===== src/rtl/chess_display_scheduler.sv =====
// ============================================================================
// Module   : chess_display_scheduler
// Purpose  : Round-robin, non-preemptive owner of the single LCD pixel port.
// Revision : 1.0
// ============================================================================
`default_nettype none

module chess_display_scheduler #(
  parameter int NUM_TASKS = 3,
  parameter int IDX_W     = 2
) (
  input  logic                   clock,
  input  logic                   resetApp_n,
  input  logic [NUM_TASKS-1:0]   taskReq,
  input  logic [NUM_TASKS-1:0]   taskEnd,
  input  logic [16*NUM_TASKS-1:0] taskPixelData,
  input  logic [8*NUM_TASKS-1:0] taskXAddr,
  input  logic [9*NUM_TASKS-1:0] taskYAddr,
  input  logic                   lcdPixelReady,
  output logic [NUM_TASKS-1:0]   taskReset,
  output logic [NUM_TASKS-1:0]   taskPixelReady,
  output logic                   lcdPixelWrite,
  output logic [15:0]            lcdPixelData,
  output logic [7:0]             lcdXAddr,
  output logic [8:0]             lcdYAddr,
  output logic                   busy,
  output logic [IDX_W-1:0]       activeTask,
  output logic [NUM_TASKS-1:0]   taskDone
);

  typedef enum logic [1:0] {
    IDLE    = 2'd0,
    RESTART = 2'd1,
    RUN     = 2'd2,
    RELEASE = 2'd3
  } state_t;

  state_t               r_state;
  logic [IDX_W-1:0]     r_lastGrant;
  logic                 r_pixWrite;
  logic [IDX_W-1:0]     w_pick;
  logic [NUM_TASKS-1:0] w_pickOneHot;
  logic [NUM_TASKS-1:0] w_activeOneHot;
  logic                 w_anyReq;
  logic                 w_endActive;
  logic                 w_finalWrite;

  // Walk offsets from farthest to nearest so the nearest requester after lastGrant wins.
  always_comb begin
    w_pick       = '0;
    w_pickOneHot = '0;
    w_anyReq     = |taskReq;
    for (int off = NUM_TASKS; off >= 1; off--) begin
      for (int i = 0; i < NUM_TASKS; i++) begin
        if (((int'(r_lastGrant) + off == i) || (int'(r_lastGrant) + off == i + NUM_TASKS))
            && taskReq[i]) begin
          w_pick = IDX_W'(i);
        end
      end
    end
    for (int i = 0; i < NUM_TASKS; i++) begin
      w_pickOneHot[i] = (w_pick == IDX_W'(i));
    end
  end

  always_comb begin
    w_activeOneHot = '0;
    w_endActive    = 1'b0;
    lcdPixelData   = '0;
    lcdXAddr       = '0;
    lcdYAddr       = '0;
    for (int i = 0; i < NUM_TASKS; i++) begin
      if (activeTask == IDX_W'(i)) begin
        w_activeOneHot[i] = 1'b1;
        w_endActive       = taskEnd[i];
        if (r_state == RUN) begin
          lcdPixelData = taskPixelData[16*i +: 16];
          lcdXAddr     = taskXAddr[8*i +: 8];
          lcdYAddr     = taskYAddr[9*i +: 9];
        end
      end
    end
  end

  // A stale taskEnd is harmless: it only counts alongside a real write.
  assign w_finalWrite   = (r_state == RUN) && r_pixWrite && w_endActive;
  assign taskPixelReady = ((r_state == RUN) && lcdPixelReady && !w_finalWrite)
                          ? w_activeOneHot : '0;
  assign lcdPixelWrite  = r_pixWrite && (r_state == RUN);
  assign busy           = (r_state == RESTART) || (r_state == RUN);

  always_ff @(posedge clock or negedge resetApp_n) begin
    if (!resetApp_n) begin
      r_state     <= IDLE;
      activeTask  <= '0;
      r_lastGrant <= IDX_W'(NUM_TASKS - 1);
      taskReset   <= '0;
      taskDone    <= '0;
      r_pixWrite  <= 1'b0;
    end else begin
      taskReset  <= '0;
      taskDone   <= '0;
      r_pixWrite <= |taskPixelReady;
      case (r_state)
        IDLE: begin
          if (w_anyReq) begin
            activeTask <= w_pick;
            taskReset  <= w_pickOneHot;
            r_state    <= RESTART;
          end
        end
        RESTART: r_state <= RUN;
        RUN: begin
          if (w_finalWrite) begin
            taskDone <= w_activeOneHot;
            r_state  <= RELEASE;
          end
        end
        RELEASE: begin
          r_lastGrant <= activeTask;
          r_state     <= IDLE;
        end
        default: r_state <= IDLE;
      endcase
    end
  end

endmodule

`default_nettype wire


===== config.mk =====
export PLATFORM = sky130hd
export DESIGN_NAME = chess_display_scheduler
export DESIGN_NICKNAME = d
export VERILOG_FILES = /design/src/rtl/chess_display_scheduler.sv
export SDC_FILE = /design/constraint.sdc
export NUM_CORES = 1
export LEC_CHECK = 0
export ABC_AREA = 1
export CAP_MARGIN = 20
export CORE_UTILIZATION = 29
export DETAILED_ROUTE_END_ITERATION = 10
export PLACE_DENSITY = 0.83
export SYNTH_ARGS = -nofsm -noshare
export SYNTH_HDL_FRONTEND = slang
export SYNTH_SLANG_ARGS = --single-unit

===== constraint.sdc =====
create_clock -name clock -period 1.82 [get_ports clock]
set_clock_uncertainty 0.05 [all_clocks]
set_input_delay 0.364 -clock clock [delete_from_list [all_inputs] [get_ports clock]]
set_output_delay 0.364 -clock clock [all_outputs]
set_load 0.05 [all_outputs]

### After elaboration in Yosys (flattened, before gate mapping)

Index checks and enable logic that the tools add are counted.

| storage, ports and cells | value |
|---|---|
| input bits | 108 |
| memory bits (read-only) | 0 |
| memory bits (writable) | 0 |
| bits in latches | 0 |
| bits in registers | 13 |
| memories | 0 |

| cells by class | value |
|---|---|
| div/mod/pow operators | 0 |
| $mul | 0 |
| shift operators | 0 |
| bitwise operators | 0 |
| magnitude comparators | 0 |
| add/sub/neg operators | 3 |
| reduce and logical (&&, ||, !) cells | 31 |
| mux-type cells | 40 |
| equality and inequality tests | 23 |

Operator list:

| operator | number |
|---|---|
| equality test 32 x 3 -> 1 bit, second input constant | 5 |
| equality test 32 x 2 -> 1 bit, second input constant | 3 |
| equality test 32 x 4 -> 1 bit, second input constant | 3 |
| two-way mux 16 bit | 6 |
| logical NOT 32 bit | 2 |
| two-way mux 9 bit | 6 |
| two-way mux 8 bit | 6 |
| two-way mux 2 bit | 9 |
| two-way mux 3 bit | 5 |
| logical AND 1 bit | 12 |
| equality test 3 bit, second input constant | 3 |
| logical OR 1 bit | 9 |
| equality test 2 bit, second input constant | 4 |
| one-hot mux 2 bit (4 select lines) | 1 |
| two-way mux 1 bit | 7 |
| adder 2 x 2 -> 3 bit, second input constant | 2 |
| equality test 2 x 1 -> 1 bit, second input constant | 3 |
| logical NOT 2 bit | 3 |
| OR reduction 3 bit | 2 |
| != test 2 bit, second input constant | 2 |
| AND reduction 2 bit | 2 |
| adder 2 x 1 -> 3 bit, second input constant | 1 |
| logical NOT 1 bit | 1 |

### Depth between registers and ports, before layout

Gate-level depths: netlist of the first run.

| logic depth | value |
|---|---|
| depth after elaboration | 15 |
| depth in mapped cells | 10 |
| depth with buffers taken out | 9 |

### Worst setup path after synthesis of the first run

No wires, ideal clock.

| path | value |
|---|---|
| path kind | flip-flop to output port |
| start | reg activeTask[0] |
| end | out lcdPixelData[14] |
| buffers on the path | 2 |
| path slack | -887 ps |
| stages on the path, launching flop included | 7 |
| data arrival time | 2293 ps |
| data required time | 1406 ps |
| cell sequence | dfrtp_1 -> buf_6 -> nor2_8 -> inv_2 -> buf_6 -> o22ai_1 -> nor3_1 |

| between the ends | value |
|---|---|
| word-level cells in the longest chain between the ends | 6 |

Ends and longest elaborated chain:

| element | line | RTL |
|---|---|---|
| from (decl) | 27 | `output logic [IDX_W-1:0] activeTask,` |
| from (signal assigned) | 107 | `activeTask <= w_pick;` |
| logical NOT 2 bit | 73 | `if (activeTask == IDX_W'(i)) begin` |
| two-way mux 16 bit | 73 |  |
| two-way mux 16 bit | 76 | `if (r_state == RUN) begin` |
| two-way mux 16 bit | 73 |  |
| two-way mux 16 bit | 76 |  |
| two-way mux 16 bit * | 73 |  |
| to (decl) | 23 | `output logic [15:0] lcdPixelData,` |

Mark *: on every way between the ends. The rest lies on a longest branch, timed or not.

### Worst setup path in the final report of the first run

| path | value |
|---|---|
| start | reg activeTask[1] |
| end | out lcdXAddr[1] |

| between the ends | value |
|---|---|
| word-level cells in the longest chain between the ends | 6 |

Ends and longest elaborated chain:

| element | line | RTL |
|---|---|---|
| logical NOT 2 bit | 73 |  |
| two-way mux 8 bit | 73 |  |
| two-way mux 8 bit | 76 |  |
| two-way mux 8 bit | 73 |  |
| two-way mux 8 bit | 76 |  |
| two-way mux 8 bit * | 73 |  |
| to (decl) | 24 | `output logic [7:0] lcdXAddr,` |

Marks and branches as above.

==> load_flow_metrics.sql, run 1 <==
INSERT INTO impl_metrics (metric_group, metric, value, unit) VALUES
('global_route', 'grt_max_degree', '21', ''),
('timing', 'worst-slew-pin-transition', '580.2', 'ps'),
('timing', 'setup_viol_count_final', '36', ''),
('clock_network', 'clock_latency', '240', 'ps'),
('setup_path', 'worstSetupStartpointType', 'register', ''),
('die', 'ioPinCount', '154', ''),
('timing', 'max-slew-margin-rel', '61.20', '%'),
('cells_and_area', 'share_of_post_route_cells_with_drive_strength_above_1', '42.56', '%'),
('cells_and_area', 'finalNonFillerCells', '450', ''),
('setup_path', 'slowest_delay', '580', 'ps'),
('die', 'floorplan.die.height', '71.92', 'um'),
('clock_network', 'clock_path_buffers', '2', ''),
('setup_path', 'crit_chain', 'nor2_8 -> buf_8 -> nand2_1 -> a31oi_4 -> buf_12', ''),
('synthesis', 'ys_async_sr_fraction', '100.0', '%'),
('global_route', 'groute.layer.met3.usage', '4.722', '%'),
('synthesis', 'synth_enable_flop_cells', '0', ''),
('pwr', 'static-leakage-power', '1.637', 'nW'),
('setup_path', 'worstPathMaxFanout', '11', ''),
('status', 'run_status', 'complete, but fails checks', ''),
('synthesis', 'synth_area', '0.001418', 'mm^2'),
('synthesis', 'main_combinational_cell_family_by_area_after_synthesis', 'simple AND/OR/NAND/NOR gates', ''),
('clock_network', 'ctsRootBufferMaster', 'sky130_fd_sc_hd__clkbuf_8', ''),
('die', 'die_area', '0.005172', 'mm^2'),
('clock_network', 'htreeDepth', '1', ''),
('global_route', 'groute.usage.overall', '31.33', '%'),
('clock_network', 'cts.clk_slew.worst_paths', '60', 'ps'),
('global_route', 'grt_use_met1', '34.58', '%'),
('global_route', 'met2_track_utilization_from_global_routing', '60.06', '%'),
('cells_and_area', 'area.growth.synth_to_final', '195.7', '%'),
('setup_path', 'path_class', 'reg2out', ''),
('clock_network', 'tritoncts_sink_count', '13', ''),
('cells_and_area', 'fill_cells', '188', ''),
('setup_path', 'cp_data_arrival_time', '1730', 'ps'),
('global_route', 'grt_antenna_before_repair', '0', ''),
('synthesis', 'post_synth.cell_area_avg', '6.624', 'um^2'),
('synthesis', 'synthTopCellsByArea', 'sky130_fd_sc_hd__dfrtp_1 (21%), sky130_fd_sc_hd__nand2_1 (19%), sky130_fd_sc_hd__a31oi_1 (7.5%), sky130_fd_sc_hd__nor2_1 (6.1%), sky130_fd_sc_hd__ha_1 (5.3%)', ''),
('clock_network', 'tritoncts', 'built', ''),
('die', 'die_w', '71.92', 'um'),
('setup_path', 'critPathRequiredTime', '1410', 'ps'),
('timing', 'tmin_final', '2141', 'ps'),
('placement', 'global_placement_routability_congestion', '0.7839', ''),
('synthesis', 'ys_seq_elements', '13', ''),
('timing', 'fin_hold_ws', '443.1', 'ps'),
('die', 'floorplan.initialDensity', '30.01', '%'),
('placement', 'port_buffers', '153', ''),
('synthesis', 'synth_adder_area_share', '5.296', '%'),
('status', 'violations_in_the_final_reports', 'setup timing', ''),
('cells_and_area', 'antenna_cells', '0', ''),
('synthesis', 'yosysWarnings', '0', ''),
('placement', 'placed_cells_incl_taps', '436', ''),
('placement', 'final_hpwl_dp', '6256', 'um'),
('global_route', 'grt_overflow_total', '0', ''),
('timing', 'setup_slack', '-320.6', 'ps'),
('synthesis', 'synth_top_flop_cell', 'sky130_fd_sc_hd__dfrtp_1', ''),
('global_route', 'first_global_vias', '2340', ''),
('synthesis', 'most_area_hungry_cell_type_in_the_yosys_netlist', 'sky130_fd_sc_hd__dfrtp_1', ''),
('drt', 'postRouteAntennaNets', '0', ''),
('global_route', 'busiest_layer', 'met2', ''),
('min_path', 'worstHoldPathType', 'in2async', ''),
('drt', 'drt-wirelength-per-cell', '21.75', 'um'),
('flow_run', 'timing.max_cap.violations', '0', ''),
('pwr', 'total_power', '7.016', 'mW'),
('pwr', 'ir_worst_vdd', '1.804', 'mV'),
('synthesis', 'netlist_instances', '214', ''),
('timing', 'achievable-frequency', '0.4672', 'GHz'),
('timing', 'timing.final.hold_violations', '0', ''),
('die', 'core', '0.004723', 'mm^2'),
('synthesis', 'ys_types', '29', ''),
('placement', 'dp_slack', '-106.1', 'ps'),
('drt', 'route.detailed.drc', '0', ''),
('setup_path', 'crit_path_end_kind', 'primary output', '');
[critical path: cells and delay by family (launching register included)]
kind | cells | cell delay [ps]
compound gates | 1 | 240
buf+inv | 2 | 330
flops | 1 | 580
simple gates | 2 | 330
[worst paths after layout]
check                                from  slack (ps)  cells after the start              to
setup / recovery            activeTask[1]        -320                      5     lcdXAddr[1]
hold / removal                 resetApp_n         440                      1     taskDone[2]
setup reg to reg            activeTask[1]         220                      9      r_state[1]
hold reg to reg            r_lastGrant[1]         460                      2  r_lastGrant[1]
max in group asynchronous      resetApp_n         840                      1   activeTask[1]
min in group clock         r_lastGrant[1]         460                      2  r_lastGrant[1]
[metrics by stage]
step	util (%)	TNS [ps]	instance area (um^2)
3_3_place_gp	81.88	-203.5	3867
3_5_place_dp	81.88	-294.9	3867
6_report	88.74	-8698	4192
2_1_floorplan	-	-4281	2019
5_1_grt	88.74	-10040	4192
4_1_cts	84.32	-6917	3983
[cells in the final DEF, fill, tap and decap left out, types with 2 or more instances in the layout]
cell type and n:
sky130_fd_sc_hd__ha_1 5, sky130_fd_sc_hd__or2_2 2, sky130_fd_sc_hd__o221ai_2 3, sky130_fd_sc_hd__buf_4 31
sky130_fd_sc_hd__nor2_8 3, sky130_fd_sc_hd__o22ai_2 7, sky130_fd_sc_hd__nor2_4 8, sky130_fd_sc_hd__buf_6 5
sky130_fd_sc_hd__clkdlybuf4s50_1 107, sky130_fd_sc_hd__dfrtp_1 10, sky130_fd_sc_hd__a31oi_4 17, sky130_fd_sc_hd__nor3_1 2
sky130_fd_sc_hd__o21ai_0 3, sky130_fd_sc_hd__nand2_2 9, sky130_fd_sc_hd__buf_8 2, sky130_fd_sc_hd__nor2_1 16
sky130_fd_sc_hd__o22ai_4 5, sky130_fd_sc_hd__inv_8 2, sky130_fd_sc_hd__nand2_4 10, sky130_fd_sc_hd__clkbuf_8 3
sky130_fd_sc_hd__inv_1 8, sky130_fd_sc_hd__nand2_1 54, sky130_fd_sc_hd__nand3_1 6, sky130_fd_sc_hd__buf_12 31
sky130_fd_sc_hd__a21oi_1 6, sky130_fd_sc_hd__nor3_4 12
[where the power goes]
part / internal (mW) / total, mW / switching (mW)
Sequential: 0.397 / 0.523 / 0.127
Combinational: 2.52 / 6.24 / 3.72
Clock: 0.154 / 0.255 / 0.100
Total: 3.07 / 7.02 / 3.94
[layout make-up]
type | instances | area, um^2 | share of cell area [%]
Timing Repair Buffer | 176 | 2011 | 47.97
Multi-Input combinational cell | 175 | 1634 | 38.99
Sequential cell | 13 | 331.6 | 7.910
Inverter | 15 | 86.33 | 2.060
Tap cell | 67 | 83.83 | 2.000
Clock buffer | 4 | 45.04 | 1.075
[flip-flops by register name, summed over array words and instances, names as in the netlist]
name and flops:
activeTask 2, r_lastGrant 2, r_pixWrite 1, r_state 2
taskDone 3, taskReset 3
[Yosys cell counts, types with 2 or more instances]
cell / instances
sky130_fd_sc_hd__nor2_8: 3
sky130_fd_sc_hd__nand3_2: 2
sky130_fd_sc_hd__nand2_1: 70
sky130_fd_sc_hd__o221ai_1: 4
sky130_fd_sc_hd__o21ai_0: 3
sky130_fd_sc_hd__a21oi_1: 6
sky130_fd_sc_hd__or2_2: 2
sky130_fd_sc_hd__inv_1: 10
sky130_fd_sc_hd__buf_2: 3
sky130_fd_sc_hd__nor3_1: 14
sky130_fd_sc_hd__o22ai_1: 12
sky130_fd_sc_hd__dfrtp_1: 12
sky130_fd_sc_hd__buf_6: 6
sky130_fd_sc_hd__a31oi_1: 17
sky130_fd_sc_hd__nand2_2: 2
sky130_fd_sc_hd__ha_1: 6
sky130_fd_sc_hd__inv_2: 2
sky130_fd_sc_hd__nor2_1: 23
sky130_fd_sc_hd__nand3_1: 6
sky130_fd_sc_hd__buf_4: 2
[cells by family after synthesis]
group                      Yosys count
AOI/OAI and AO/OA                   45
and+or+nand+nor                    123
buffers and inverters               27
adders and majority gates            6
DFF                                 13
[layer usage]
| metal | vias up | routed length, um |
|---|---|---|
| met5 | - | 0 |
| met4 | 0 | 527 |
| met3 | 48 | 633 |
| met2 | 133 | 5145 |
| met1 | 1194 | 3481 |
| li1 | 1066 | - |
[timing repair]
action                                  4_1_cts  5_1_grt
pin swaps                                     1        3
buffers inserted                              5        4
hold buffers                                  0        0
endpoints found under the setup margin       36       36
resized for setup                             8       36
cloned                                        0        1
(Power assumes the default switching activity.)
==> run 2: changes to the inputs <==
--- a/config.mk
+++ b/config.mk
@@ -8,6 +8,7 @@
 export ABC_AREA = 1
 export CAP_MARGIN = 20
 export CORE_UTILIZATION = 29
+export CTS_CLUSTER_DIAMETER = 50
 export DETAILED_ROUTE_END_ITERATION = 10
 export PLACE_DENSITY = 0.83
 export SYNTH_ARGS = -nofsm -noshare
==> results of run 2 <==
Final layout, timing and power as in run 1 (identical DEF).
==> run 3: changes to the inputs <==
--- a/config.mk
+++ b/config.mk
@@ -10,6 +10,7 @@
 export CORE_UTILIZATION = 29
 export CTS_CLUSTER_DIAMETER = 50
 export DETAILED_ROUTE_END_ITERATION = 10
+export HOLD_SLACK_MARGIN = 0.06
 export PLACE_DENSITY = 0.83
 export SYNTH_ARGS = -nofsm -noshare
 export SYNTH_HDL_FRONTEND = slang
==> results of run 3 <==
Final layout, timing and power as in run 1 (identical DEF).
